`src/rtl/dmem_arbiter_pkg.sv`:
```
// Shared definitions for the data-memory arbiter.
//   arb_state_e : access sequencer states (IDLE/ISSUE/WAIT/RESP, 2 bits)
//   OWN_CPU/DBG : owner IDs for the access currently in flight
//   max_int     : elaboration-time helper for counter width sizing
package dmem_arbiter_pkg;

    typedef enum logic [1:0] {
        ST_IDLE  = 2'd0,
        ST_ISSUE = 2'd1,
        ST_WAIT  = 2'd2,
        ST_RESP  = 2'd3
    } arb_state_e;

    localparam logic OWN_CPU = 1'b0;
    localparam logic OWN_DBG = 1'b1;

    function automatic int max_int(input int a, input int b);
        return (a > b) ? a : b;
    endfunction

endpackage

```
`src/rtl/dmem_arbiter_streak_ctr.sv`:
```
// arb_streak_ctr: counts consecutive CPU grants made while DBG is waiting
// and decides when DBG overrides the CPU's default priority.
// Ports:
//   clk_i, rst_i  clock, synchronous active-high reset
//   idle_i        arbiter is in IDLE (the only cycle a grant can happen)
//   cpu_req_i     CPU request
//   dbg_req_i     DBG request
//   dbg_win_o     DBG wins arbitration this cycle (meaningful in IDLE only)
module arb_streak_ctr
    import dmem_arbiter_pkg::*;
#(
    parameter int MAX_CPU_STREAK = 4
) (
    input  logic clk_i,
    input  logic rst_i,
    input  logic idle_i,
    input  logic cpu_req_i,
    input  logic dbg_req_i,
    output logic dbg_win_o
);

    localparam int SW = $clog2(MAX_CPU_STREAK + 1);
    localparam logic [SW-1:0] STREAK_MAX = SW'(MAX_CPU_STREAK);

    logic [SW-1:0] streak_q;
    logic [SW-1:0] streak_d;
    logic          at_max;

    assign at_max    = (streak_q == STREAK_MAX);
    assign dbg_win_o = dbg_req_i & (~cpu_req_i | at_max);

    always_comb begin
        streak_d = streak_q;
        if (idle_i) begin
            // A DBG grant, or an IDLE cycle with nobody waiting on DBG,
            // ends the streak; a CPU grant past a waiting DBG extends it.
            if (!dbg_req_i || dbg_win_o) begin
                streak_d = '0;
            end else if (cpu_req_i && !at_max) begin
                streak_d = streak_q + 1'b1;
            end
        end
    end

    always_ff @(posedge clk_i) begin
        if (rst_i) begin
            streak_q <= '0;
        end else begin
            streak_q <= streak_d;
        end
    end

endmodule

```
`src/rtl/dmem_arbiter.sv`:
```
// dmem_arbiter: shares a single-port, fixed-latency data memory between the
// pipeline MEM stage (CPU) and a debug/loader port (DBG). One access at a
// time: IDLE -> ISSUE -> WAIT (MEM_LAT-1 cycles) -> RESP -> IDLE.
// Ports:
//   clk_i, rst_i                 clock, synchronous active-high reset
//   cpu_req/we/addr/wdata_i      CPU access request (held until its RESP)
//   cpu_rdata_o, cpu_stall_o     CPU load data (RESP only), pipeline stall
//   dbg_req/we/addr/wdata_i      DBG access request (held until dbg_gnt_o)
//   dbg_gnt_o, dbg_rvalid_o      DBG request consumed / access complete pulses
//   dbg_rdata_o                  DBG read data (with dbg_rvalid_o only)
//   mem_en/we/addr/wdata_o       memory strobes and latched access fields
//   mem_rdata_i                  memory read data, MEM_LAT cycles after ISSUE
module dmem_arbiter
    import dmem_arbiter_pkg::*;
#(
    parameter int ADDR_W         = 32,
    parameter int DATA_W         = 32,
    parameter int MEM_LAT        = 2,
    parameter int MAX_CPU_STREAK = 4
) (
    input  logic              clk_i,
    input  logic              rst_i,
    input  logic              cpu_req_i,
    input  logic              cpu_we_i,
    input  logic [ADDR_W-1:0] cpu_addr_i,
    input  logic [DATA_W-1:0] cpu_wdata_i,
    output logic [DATA_W-1:0] cpu_rdata_o,
    output logic              cpu_stall_o,
    input  logic              dbg_req_i,
    input  logic              dbg_we_i,
    input  logic [ADDR_W-1:0] dbg_addr_i,
    input  logic [DATA_W-1:0] dbg_wdata_i,
    output logic              dbg_gnt_o,
    output logic              dbg_rvalid_o,
    output logic [DATA_W-1:0] dbg_rdata_o,
    output logic              mem_en_o,
    output logic              mem_we_o,
    output logic [ADDR_W-1:0] mem_addr_o,
    output logic [DATA_W-1:0] mem_wdata_o,
    input  logic [DATA_W-1:0] mem_rdata_i
);

    localparam int LAT_W = $clog2(max_int(MEM_LAT, 2));
    // WAIT lasts MEM_LAT-1 cycles; the down-counter is loaded with one less
    // and RESP follows the cycle it reads zero.
    localparam logic [LAT_W-1:0] LAT_LOAD = LAT_W'((MEM_LAT >= 2) ? MEM_LAT - 2 : 0);

    arb_state_e        state_q,  state_d;
    logic              owner_q,  owner_d;
    logic              we_q,     we_d;
    logic [ADDR_W-1:0] addr_q,   addr_d;
    logic [DATA_W-1:0] wdata_q,  wdata_d;
    logic [LAT_W-1:0]  lat_q,    lat_d;

    // Output flops, computed from the next state so they are clean decodes.
    logic              en_q,       en_d;
    logic              mwe_q,      mwe_d;
    logic              gnt_q,      gnt_d;
    logic              rvalid_q,   rvalid_d;
    logic              cpu_resp_q, cpu_resp_d;

    logic              dbg_win;

    arb_streak_ctr #(
        .MAX_CPU_STREAK (MAX_CPU_STREAK)
    ) u_streak (
        .clk_i     (clk_i),
        .rst_i     (rst_i),
        .idle_i    (state_q == ST_IDLE),
        .cpu_req_i (cpu_req_i),
        .dbg_req_i (dbg_req_i),
        .dbg_win_o (dbg_win)
    );

    always_comb begin
        state_d = state_q;
        owner_d = owner_q;
        we_d    = we_q;
        addr_d  = addr_q;
        wdata_d = wdata_q;
        lat_d   = lat_q;

        unique case (state_q)
            ST_IDLE: begin
                if (cpu_req_i || dbg_req_i) begin
                    state_d = ST_ISSUE;
                    if (dbg_win) begin
                        owner_d = OWN_DBG;
                        we_d    = dbg_we_i;
                        addr_d  = dbg_addr_i;
                        wdata_d = dbg_wdata_i;
                    end else begin
                        owner_d = OWN_CPU;
                        we_d    = cpu_we_i;
                        addr_d  = cpu_addr_i;
                        wdata_d = cpu_wdata_i;
                    end
                end
            end
            ST_ISSUE: begin
                lat_d   = LAT_LOAD;
                state_d = (MEM_LAT == 1) ? ST_RESP : ST_WAIT;
            end
            ST_WAIT: begin
                if (lat_q == '0) begin
                    state_d = ST_RESP;
                end else begin
                    lat_d = lat_q - 1'b1;
                end
            end
            ST_RESP: begin
                state_d = ST_IDLE;
            end
            default: begin
                state_d = ST_IDLE;
            end
        endcase

        en_d       = (state_d == ST_ISSUE);
        mwe_d      = en_d & we_d;
        gnt_d      = en_d & (owner_d == OWN_DBG);
        rvalid_d   = (state_d == ST_RESP) & (owner_d == OWN_DBG);
        cpu_resp_d = (state_d == ST_RESP) & (owner_d == OWN_CPU);
    end

    always_ff @(posedge clk_i) begin
        if (rst_i) begin
            state_q    <= ST_IDLE;
            owner_q    <= OWN_CPU;
            we_q       <= 1'b0;
            addr_q     <= '0;
            wdata_q    <= '0;
            lat_q      <= '0;
            en_q       <= 1'b0;
            mwe_q      <= 1'b0;
            gnt_q      <= 1'b0;
            rvalid_q   <= 1'b0;
            cpu_resp_q <= 1'b0;
        end else begin
            state_q    <= state_d;
            owner_q    <= owner_d;
            we_q       <= we_d;
            addr_q     <= addr_d;
            wdata_q    <= wdata_d;
            lat_q      <= lat_d;
            en_q       <= en_d;
            mwe_q      <= mwe_d;
            gnt_q      <= gnt_d;
            rvalid_q   <= rvalid_d;
            cpu_resp_q <= cpu_resp_d;
        end
    end

    // Stall is combinational on cpu_req_i so a new request freezes the
    // pipeline in the very cycle it appears, including while DBG is served.
    assign cpu_stall_o  = cpu_req_i & ~cpu_resp_q;
    assign cpu_rdata_o  = cpu_resp_q ? mem_rdata_i : '0;
    assign dbg_gnt_o    = gnt_q;
    assign dbg_rvalid_o = rvalid_q;
    assign dbg_rdata_o  = rvalid_q ? mem_rdata_i : '0;
    assign mem_en_o     = en_q;
    assign mem_we_o     = mwe_q;
    assign mem_addr_o   = addr_q;
    assign mem_wdata_o  = wdata_q;

endmodule
```
`config.mk`:
```
export PLATFORM = sky130hd
export DESIGN_NAME = dmem_arbiter
export DESIGN_NICKNAME = d
export VERILOG_FILES = /design/src/rtl/dmem_arbiter_pkg.sv /design/src/rtl/dmem_arbiter_streak_ctr.sv /design/src/rtl/dmem_arbiter.sv
export SDC_FILE = /design/constraint.sdc
export NUM_CORES = 1
export LEC_CHECK = 0
export CAP_MARGIN = 40
export CORE_UTILIZATION = 32
export DETAILED_ROUTE_END_ITERATION = 10
export PLACE_DENSITY = 0.8
export REMOVE_ABC_BUFFERS = 1
export SYNTH_ARGS = -nofsm -noshare
export SYNTH_HDL_FRONTEND = slang
export SYNTH_HIERARCHICAL = 1
export SYNTH_SLANG_ARGS = --single-unit
```
`constraint.sdc`:
```
create_clock -name clk_i -period 1.48 [get_ports clk_i]
set_input_delay 0.148 -clock clk_i [delete_from_list [all_inputs] [get_ports clk_i]]
set_output_delay 0.148 -clock clk_i [all_outputs]
set_load 0.02 [all_outputs]
```
# [Yosys cells after proc, flatten, opt, wreduce, memory -nomap -nowiden]
# Cells that the tools add are included.
[word_totals] reg_bits=77 input_bits=166 out_inout_bits=133 elab_cells=57
[classes] addsub=2 n_eq_ne=6 mux=17 n_bitwise=10 reduce_logical=10
[ops] op="$mux 32" n=4
[ops] op="$pmux 2 s4" n=1
[ops] op="$mux 1" n=7
[ops] op="$and 1x1->1" n=6
[ops] op="$eq 2x2->1 const B" n=3
[ops] op="$mux 3" n=2
[ops] op="$eq 2x1->1 const B" n=2
[ops] op="$mux 2" n=2
[ops] op="$reduce_and 2->1" n=2
[ops] op="$reduce_bool 2->1" n=2
[ops] op="$add 3x1->3 const B" n=1
[ops] op="$eq 3x3->1 const B" n=1
[ops] op="$not 1->1" n=3
[ops] op="$logic_not 1->1" n=2
[ops] op="$logic_not 2->1" n=1
[ops] op="$logic_or 1x1->1" n=2
[ops] op="$pmux 1 s2" n=1
[ops] op="$logic_and 1x1->1" n=1
[ops] op="$or 1x1->1" n=1
[ops] op="$sub 1x1->1 const B" n=1

# [Longest topological paths before layout]
# Gate-level depths: netlist of run 1.
[logic_depth] ltp_word=8 mapped_depth=8 mapped_depth_nobuf=7

# [Cells and area by module]
# The synthesis of run 1 kept the hierarchy.
[modules_own_cells] module="dmem_arbiter" n_inst=1 cells_each=387 area_per_inst_um2=3940.0 seq_area_each_um2=1461.4
[modules_own_cells] module="arb_streak_ctr" n_inst=1 cells_each=17 area_per_inst_um2=170.2 seq_area_each_um2=60.1

# [Worst setup path before layout of run 1]
# Ideal clock, no wire load.
[synth_timing] path_type="register to register" from="register u_streak.streak_q[0]" to="register addr_q[10], in the netlist mem_addr_o[10]" setup_ns=0.081 arrival_ns=1.546 required_ns=1.399 setup_slack_ns=-0.147 stages_incl_launch_ff=9 n_path_buf=2 period_less_slack_ns=1.627 path_cell_list="dfxtp_1 inv_1 ha_1 a21boi_2 and2b_1 buf_6 buf_8 mux2i_1 a211oi_2"
[synth_via] elab_chain_len=4
[synth_lines] element="from (decl)" line="dmem_arbiter_streak_ctr.sv:25" rtl="logic [SW-1:0] streak_q;"
[synth_lines] element="from (signal assigned)" line="dmem_arbiter_streak_ctr.sv:49" rtl="streak_q <= streak_d;"
[synth_lines] element="$eq 3x3->1" line="dmem_arbiter_streak_ctr.sv:29" rtl="assign at_max = (streak_q == STREAK_MAX);"
[synth_lines] element="$or 1x1->1" line="dmem_arbiter_streak_ctr.sv:30" rtl="assign dbg_win_o = dbg_req_i & (~cpu_req_i | at_max);"
[synth_lines] element="$and 1x1->1" line="dmem_arbiter_streak_ctr.sv:30"
[synth_lines] element="named net dbg_win" line="dmem_arbiter.sv:62" rtl="logic dbg_win;"
[synth_lines] element="$mux 32" line="dmem_arbiter.sv:87" rtl="if (dbg_win) begin"
[synth_lines] element="to (signal assigned)" line="dmem_arbiter.sv:143" rtl="addr_q <= addr_d;"
[synth_lines] element="to (decl)" line="dmem_arbiter.sv:51" rtl="logic [ADDR_W-1:0] addr_q, addr_d;"
# The timed path passes the listed nets, and every way through them passes these cells.
# A chain may end at the register's enable or synchronous reset.

# [Worst setup path after layout of run 1]
[layout_timing] from="register u_streak.streak_q[1]" to="register mwe_q, in the netlist mem_we_o"
[layout_via] elab_chain_len=7
[layout_lines] element="$eq 3x3->1" line="dmem_arbiter_streak_ctr.sv:29"
[layout_lines] element="$or 1x1->1" line="dmem_arbiter_streak_ctr.sv:30"
[layout_lines] element="$and 1x1->1" line="dmem_arbiter_streak_ctr.sv:30"
[layout_lines] element="named net dbg_win" line="dmem_arbiter.sv:62"
[layout_lines] element="$mux 1" line="dmem_arbiter.sv:87"
[layout_lines] element="$mux 1" line="dmem_arbiter.sv:85" rtl="if (cpu_req_i || dbg_req_i) begin"
[layout_lines] element="$mux 1" line="dmem_arbiter.sv:83" rtl="unique case (state_q)"
[layout_lines] element="$and 1x1->1" line="dmem_arbiter.sv:120" rtl="mwe_d = en_d & we_d;"
[layout_lines] element="to (signal assigned)" line="dmem_arbiter.sv:147" rtl="mwe_q <= mwe_d;"
[layout_lines] element="to (decl)" line="dmem_arbiter.sv:57" rtl="logic mwe_q, mwe_d;"
# The timed path passes the listed nets, and every way through them passes these cells.

==> metrics, run 1 <==
outcome=finished, violations left; failing checks=negative setup slack; Post-synth EDFFs=0; dpl hpwl=11.31 mm; PnR worst setup slack=-0.1575 ns; crit path max fanout=5; Die Area=13,300 um^2; First DRT Iteration DRCs=117; worst slew pin tran=0.3980 ns; Fin. Hold Viols=0; CTS clk-pin slew, worst paths=0.06 ns; FP Rows=41; Setup Skew=0.009600 ns; Synth Register Bits=76; minimum clock period=1.638 ns; Final Max Tran Viols=0; Static Leak=0.003377 uW; peak supply drop=0.7770 mV; Mapped Cells=404; first-pass GRT wire length=21.07 mm; cts bufs inserted=9; Top Metal Used=met4; cell family with most CP delay=multiplexers; crit path kind=register to register; met2 WL post-DR=8.221 mm; placed cell count=863; Die Width=115.3 um; H-tree lvl count=3; Avg Inst Size Synth=10.17 um^2; CP Data Arrival Time=1.85 ns; CTS tree=built; ys flop type=dfxtp_1; WL final=15.22 mm; CP Cell Sequence=inv_2, ha_4, a21boi_4, and2b_4, mux2_4, mux2i_2, nor2_1; most frequent cells in the layout=clkdlybuf4s50_1, dfxtp_1, nor2_1; DRC=0; Crit-path slowest cell=dfxtp_2; P per Cell Area=1499 nW/um^2; asr flop ratio synth=0%; fin cells=891; Max-Cap Viols=0; vias in the first global route=4,271; Cell variety after synth=29; cell area after layout=7794 um^2; Final GP Congestion=0.8011; post-route antenna net violation count=0; fin nets=882; unrepaired setup endpoints after global routing=yes; Netlist Area Pre-Place=4110 um^2; CTS max path bufs=2; Max Fclk=610.7 MHz; Ys Warns=6; Setup Viol. Count Final=68; commonest non-fill, non-tap cell in the layout=clkdlybuf4s50_1; Starting Density=32.70%; crit share post-route=110.6%; grt ovf=0; layout cells sized above 1=29.97%; clk_lat worst skew=0.33 ns; Largest stage delay, worst path=0.34 ns; IO Count=299; Worst Setup Start Kind=register; hold_buf cts=0; WL met1=5.180 mm; per-cell routed wire length=17.08 um; vias after detailed routing=4,221; Worst Path Buf+Inv=1; # clock sinks=76; core area=12,570 um^2; Min-Delay Path Class=input pin to register; Post-DP Area=7327 um^2; Via density=4.737; Synth-to-Final Area Change=89.62%; antenna violations before repair=5; largest net degree at the start of global routing=45; crit end category=register; die height=115.3 um; routed wl met3=1.166 mm; post-synthesis sequential area ratio=37.02%; Slew headroom=73.09%; drt pass-1 iters=6; Port-buffer cells=298; CP required=1.70 ns; Tot GR Track Use=20.96%; root buf cell=clkbuf_16
## sequential cells by signal, indices dropped and copies added (netlist names)
signal and cells:
mem_addr_o 32, mem_wdata_o 32, u_streak/streak_q 3, state_q 2, cpu_resp_q 1, dbg_gnt_o 1, dbg_rvalid_o 1, mem_en_o 1
mem_we_o 1, owner_q 1, we_q 1
## area by class of cell
cell class / instances / area, um^2
Clock inverter: 6 / 88.84
Clock buffer: 9 / 225.2
Tap cell: 172 / 215.2
Antenna cell: 5 / 12.51
Fill cell: 1049 / 4775
Multi-Input combinational cell: 289 / 2555
Inverter: 5 / 18.77
Sequential cell: 76 / 1526
Timing Repair Buffer: 329 / 3152
## cells by family after synthesis
group	count (synthesis)	share of synthesized area, %
xor gates and xnor gates	2	0.4263
and+or+nand+nor	145	18.11
DFF	76	37.02
buffers and inverters	40	6.210
adders and majority gates	6	1.826
AOI/OAI and AO/OA	67	19.82
muxes	68	16.59
## worst paths after layout
check,startpoint,to,slack (ns),cells past startpoint
worst max-delay path,u_streak/streak_q[1]$_SDFFE_PP0P_,mem_we_o$_SDFF_PP0_,-0.16,7
worst min-delay path,rst_i,mem_addr_o[19]$_SDFFE_PP0P_,0.21,2
worst max register to register,u_streak/streak_q[1]$_SDFFE_PP0P_,mem_we_o$_SDFF_PP0_,-0.16,7
worst min register to register,mem_wdata_o[27]$_SDFFE_PP0P_,mem_wdata_o[27]$_SDFFE_PP0P_,0.50,2
## through the flow
stage               power, uW  util [%]  hold slack, ns  TNS [ns]  worst slack [ns]
CTS                     11650     60.84          0.2126    -7.550           -0.1687
finish                  11680     62.01          0.2073    -7.165           -0.1575
global route            12300     62.01          0.2192    -11.01           -0.2111
global placement         9085     58.30          0.4894    -21.29           -0.3498
detailed placement       9283     58.30          0.4867    -23.10           -0.3755
floorplan                6434         -          0.2126   -127.46            -2.003
## report_power, final
part	switching, uW	leakage [uW]	internal (uW)
combinational	3260	0.00260	2940
clock	862	0.000148	1470
sequential	379	0.000632	2770
## synthesized netlist by cell type, drive strengths merged, types with 2 or more instances
library cell	instances	area, um^2
buf	21	180.2
nor2	69	259.0
mux2i	67	670.6
a21boi	2	18.77
nor3	4	25.02
and2	64	400.4
dfxtp	76	1521
clkbuf	14	56.31
nor2b	2	12.51
ha	6	75.07
inv	5	18.77
a211oi	64	780.8
## what timing repair did
action,4_1_cts,5_1_grt
pin swaps,6,24
gates cloned,0,6
setup buffers,0,2
gates resized for setup,107,165
endpoints found under the setup margin,134,158
## worst register-to-register path, stage by stage (launching register included)
cell      delay [ns]
dfxtp_2         0.34
inv_2           0.05
ha_4            0.15
a21boi_4        0.17
and2b_4         0.27
mux2_4          0.31
mux2i_2         0.17
nor2_1          0.07
## layer usage
layer  global-route usage (%)  up-vias
li1                         -     2021
met1                    19.05     1973
met2                    39.96      191
met3                    6.747       36
met4                    13.07        0
met5                        0        -
No activity file was read; power rests on OpenSTA's default activity.
==> run 2: changes to the inputs <==
ABC_AREA = 1   (was not set)
CORE_ASPECT_RATIO = 1.1   (was not set)
GPL_ROUTABILITY_DRIVEN = 0   (was not set)
PLACE_DENSITY = 0.79   (was 0.8)
==> run 2 against run 1 <==
The run ends with design-rule violations, negative setup slack left. Critical path depth increased by 4. Combinational power decreased by 16%. Count of clock-buffer cells in the layout increased by 3. Register-to-register slack improved by 0.08 ns. Design area increased by 2.8%. Critical path type unchanged. Via count increased by 23%. Largest cell class unchanged. Clock skew decreased by 0.0013 ns. Wire length increased by 3.3%. First-iteration DRC count increased by 91%.
==> metrics, run 2 <==
outcome=finished, violations left; failing checks=design-rule violations, negative setup slack; Slew headroom=80.49% (+7.4 points); Starting Density=33.23% (+0.52 points); WL final=15.72 mm (+3.3%); pre-CTS WS=-0.1931 ns (+0.1824 ns); DRC=44 (+44); CP Data Arrival Time=1.77 ns (-0.08 ns); hold_buf cts=0 (unchanged); unrepaired setup endpoints after global routing=yes; dpl hpwl=10.74 mm (-5.0%); Mapped Cells=692 (+71%); Die Width=111.7 um (-3.1%); Max-Cap Viols=0 (unchanged); Crit. Startpoint=u_streak/streak_q[0]$_SDFFE_PP0P_; global routing usage on met1=21.82% (+2.8 points); P per Cell Area=1277 nW/um^2 (-15%); Avg Inst Size Synth=6.122 um^2 (-40%); cell area after layout=8014 um^2 (+2.8%); Via density=4.469 (-5.7%); worst slew pin tran=0.2927 ns (-0.1053 ns); minimum clock period=1.561 ns (-0.07683 ns); layout cells sized above 1=20.06% (-9.9 points); Ys Warns=6 (unchanged); die height=122.7 um (+6.4%); post-route antenna net violation count=0 (unchanged); vias in the first global route=4,800 (+12%); largest net degree at the start of global routing=44 (-2.2%); peak supply drop=0.7017 mV (-9.7%); Hold Crit Start=rst_i; switching power=3940 uW (-12%); synthesized-area fraction occupied by adder cells=1.772% (-0.054 points); Min-Delay Path Class=input pin to register; Netlist Area Pre-Place=4237 um^2 (+3.1%); gr busiest metal=met2; Comb pwr share=50.9% (-2.2 points); crit share post-route=105.5% (-5.2 points); Worst Setup Start Kind=register; PnR worst setup slack=-0.08069 ns (+0.07683 ns); Synth-to-Final Area Change=89.16%; Post-synth EDFFs=0 (unchanged); First DRT Iteration DRCs=223 (+91%); fin nets=1,169 (+33%); antenna violations before repair=2 (-3); Synth Area in XOR/XNOR=0.4135% (-0.013 points); met3 Use GR=7.012% (+0.26 points); CP required=1.69 ns (about the same); vias after detailed routing=5,184 (+23%); CTS clk-pin slew, worst paths=0.06 ns (about the same); simple-gate share of the synthesized area=38.07% (+20 points); drt pass-1 iters=7 (+1); post-synthesis mux area share=0% (-17 points); crit end category=register; crit path max fanout=9 (+4); post-synthesis sequential area ratio=35.91% (-1.1 points); share of the synthesized area in the top cell type=35.91% (-1.1 points); Tot GR Track Use=21.32% (+0.36 points); global-route met2 utilization=40.41% (+0.45 points); clk_lat worst skew=0.33 ns (about the same); Setup Skew=0.008259 ns (-0.001341 ns); CTS max path bufs=2 (unchanged); Int Power=6292 uW (-12%); core area=12,750 um^2 (+1.5%); Reg power frac=27.4% (+0.4 points); Setup Viol. Count Final=62 (-8.8%); H-tree lvl count=3 (unchanged); Synth Area in Compound Gates=10.22% (-9.6 points); most frequent cell after synthesis=nand2_1; main combinational cell family by area after synthesis=simple AND/OR/NAND/NOR gates; Post-DP Area=7486 um^2 (+2.2%); Cell variety after synth=24 (-17%); crit path kind=register to register; ys flop type=dfxtp_1; Fin. Hold Viols=0 (unchanged); CTS tree=built; root buf cell=clkbuf_16; Die Area=13,700 um^2 (+3.0%); clock share of power=21.8% (+1.8 points); # clock sinks=76 (unchanged); Port-buffer cells=298 (unchanged); most frequent cells in the layout=nand2_1, clkdlybuf4s50_1, inv_1; leading area contributor after synthesis=dfxtp_1; Sw Ratio=38.51% (about the same); Static Leak=0.004081 uW (+21%); Max Fclk=640.7 MHz (+4.9%); per-cell routed wire length=13.55 um (-21%); asr flop ratio synth=0% (unchanged); Final Max Tran Viols=0 (unchanged); IO Count=299 (unchanged); grt ovf=0 (unchanged); first-pass GRT wire length=23.02 mm (+9.3%); Synth Register Bits=76 (unchanged); FP Rows=43 (+4.9%); cts bufs inserted=9 (unchanged); most instantiated cells after synthesis=nand2_1, inv_1, dfxtp_1; commonest non-fill, non-tap cell in the layout=nand2_1; RR Startpoint=u_streak/streak_q[0]$_SDFFE_PP0P_; synth top area cells=dfxtp_1, nand2_1, inv_1
-- run 2: cell count changes after synthesis, moves of 43 or more --
cell | previous run | this run
a211oi_2 | 60 | 0
a21oi_1 | 0 | 43
and2_1 | 64 | 0
inv_1 | 5 | 78
mux2i_1 | 67 | 0
nand2_1 | 1 | 385
nor2_1 | 69 | 13
-- run 2: power groups by stage --
stage | registers (uW) | clock network (uW) | logic (uW)
after detailed placement | 2820 | 0 | 5020
final | 2800 | 2230 | 5200
after global placement | 2810 | 0 | 4980
after floorplan | 3380 | 0 | 1890
after global routing | 2860 | 2360 | 5650
after CTS | 2800 | 2280 | 5050
-- run 2: stage by stage --
step / power (uW) / hold slack (ns) / std cells / utilization [%] / TNS [ns]
floorplan: 5265 / 0.2104 / 649 / - / -318.15
global placement: 7787 / 0.4500 / 1130 / 58.71 / -8.871
CTS: 10120 / 0.1840 / 1153 / 61.99 / -0.7200
finish: 10230 / 0.1826 / 1160 / 62.85 / -2.163
global route: 10870 / 0.2145 / 1159 / 62.83 / -8.776
detailed placement: 7846 / 0.4548 / 1130 / 58.71 / -9.785
-- run 2: final timing paths --
check                           depth (start not counted)  slack [ns]                            to
worst max-delay path                                   11       -0.08   mem_addr_o[24]$_SDFFE_PP0P_
worst min-delay path                                    2        0.18            owner_q$_SDFF_PP0_
worst max register to register                         11       -0.08   mem_addr_o[24]$_SDFFE_PP0P_
worst min register to register                          2        0.46  mem_wdata_o[25]$_SDFFE_PP0P_
-- run 2: what timing repair did --
action	CTS	global route
setup buffers	4	1
endpoints found under the setup margin	126	138
resized for setup	96	166
pin swaps	4	16
gates cloned	3	5
-- run 2: area by class of cell --
class	count	area (um^2)
inverters	80	312.8
clock buffers	12	256.5
fillers	1190	4737
well taps	157	196.4
flip-flops and latches	76	1525
clock inverters	4	47.55
repair buffers	337	3359
multi-input cells	493	2313
diodes	1	2.502
-- run 2: worst max-delay path: stages, from the launching register on --
cell       delay, ns
dfxtp_2         0.33
inv_2           0.06
ha_4            0.14
nand2_4         0.06
a21boi_4        0.17
buf_12          0.18
inv_12          0.07
clkbuf_16       0.17
nand2_1         0.06
nand2_1         0.06
nand2_2         0.09
a21oi_2         0.05
-- run 2: cells by family after synthesis --
family,after synthesis
DFF,76
adders and majority gates,6
buffers and inverters,123
xor gates and xnor gates,2
and+or+nand+nor,417
AOI/OAI and AO/OA,68
-- run 2: metal layers --
layer  routed length [um]  share of wire (%)
met3                 1427                9.1
met2                 8215                 52
met4                  235                1.5
met5                    0                  0
met1                 5839                 37
==> run 3: changes to the inputs <==
CTS_CLUSTER_DIAMETER = 120   (was not set)
==> results of run 3 <==
Final layout, timing and power as in run 2 (identical DEF).
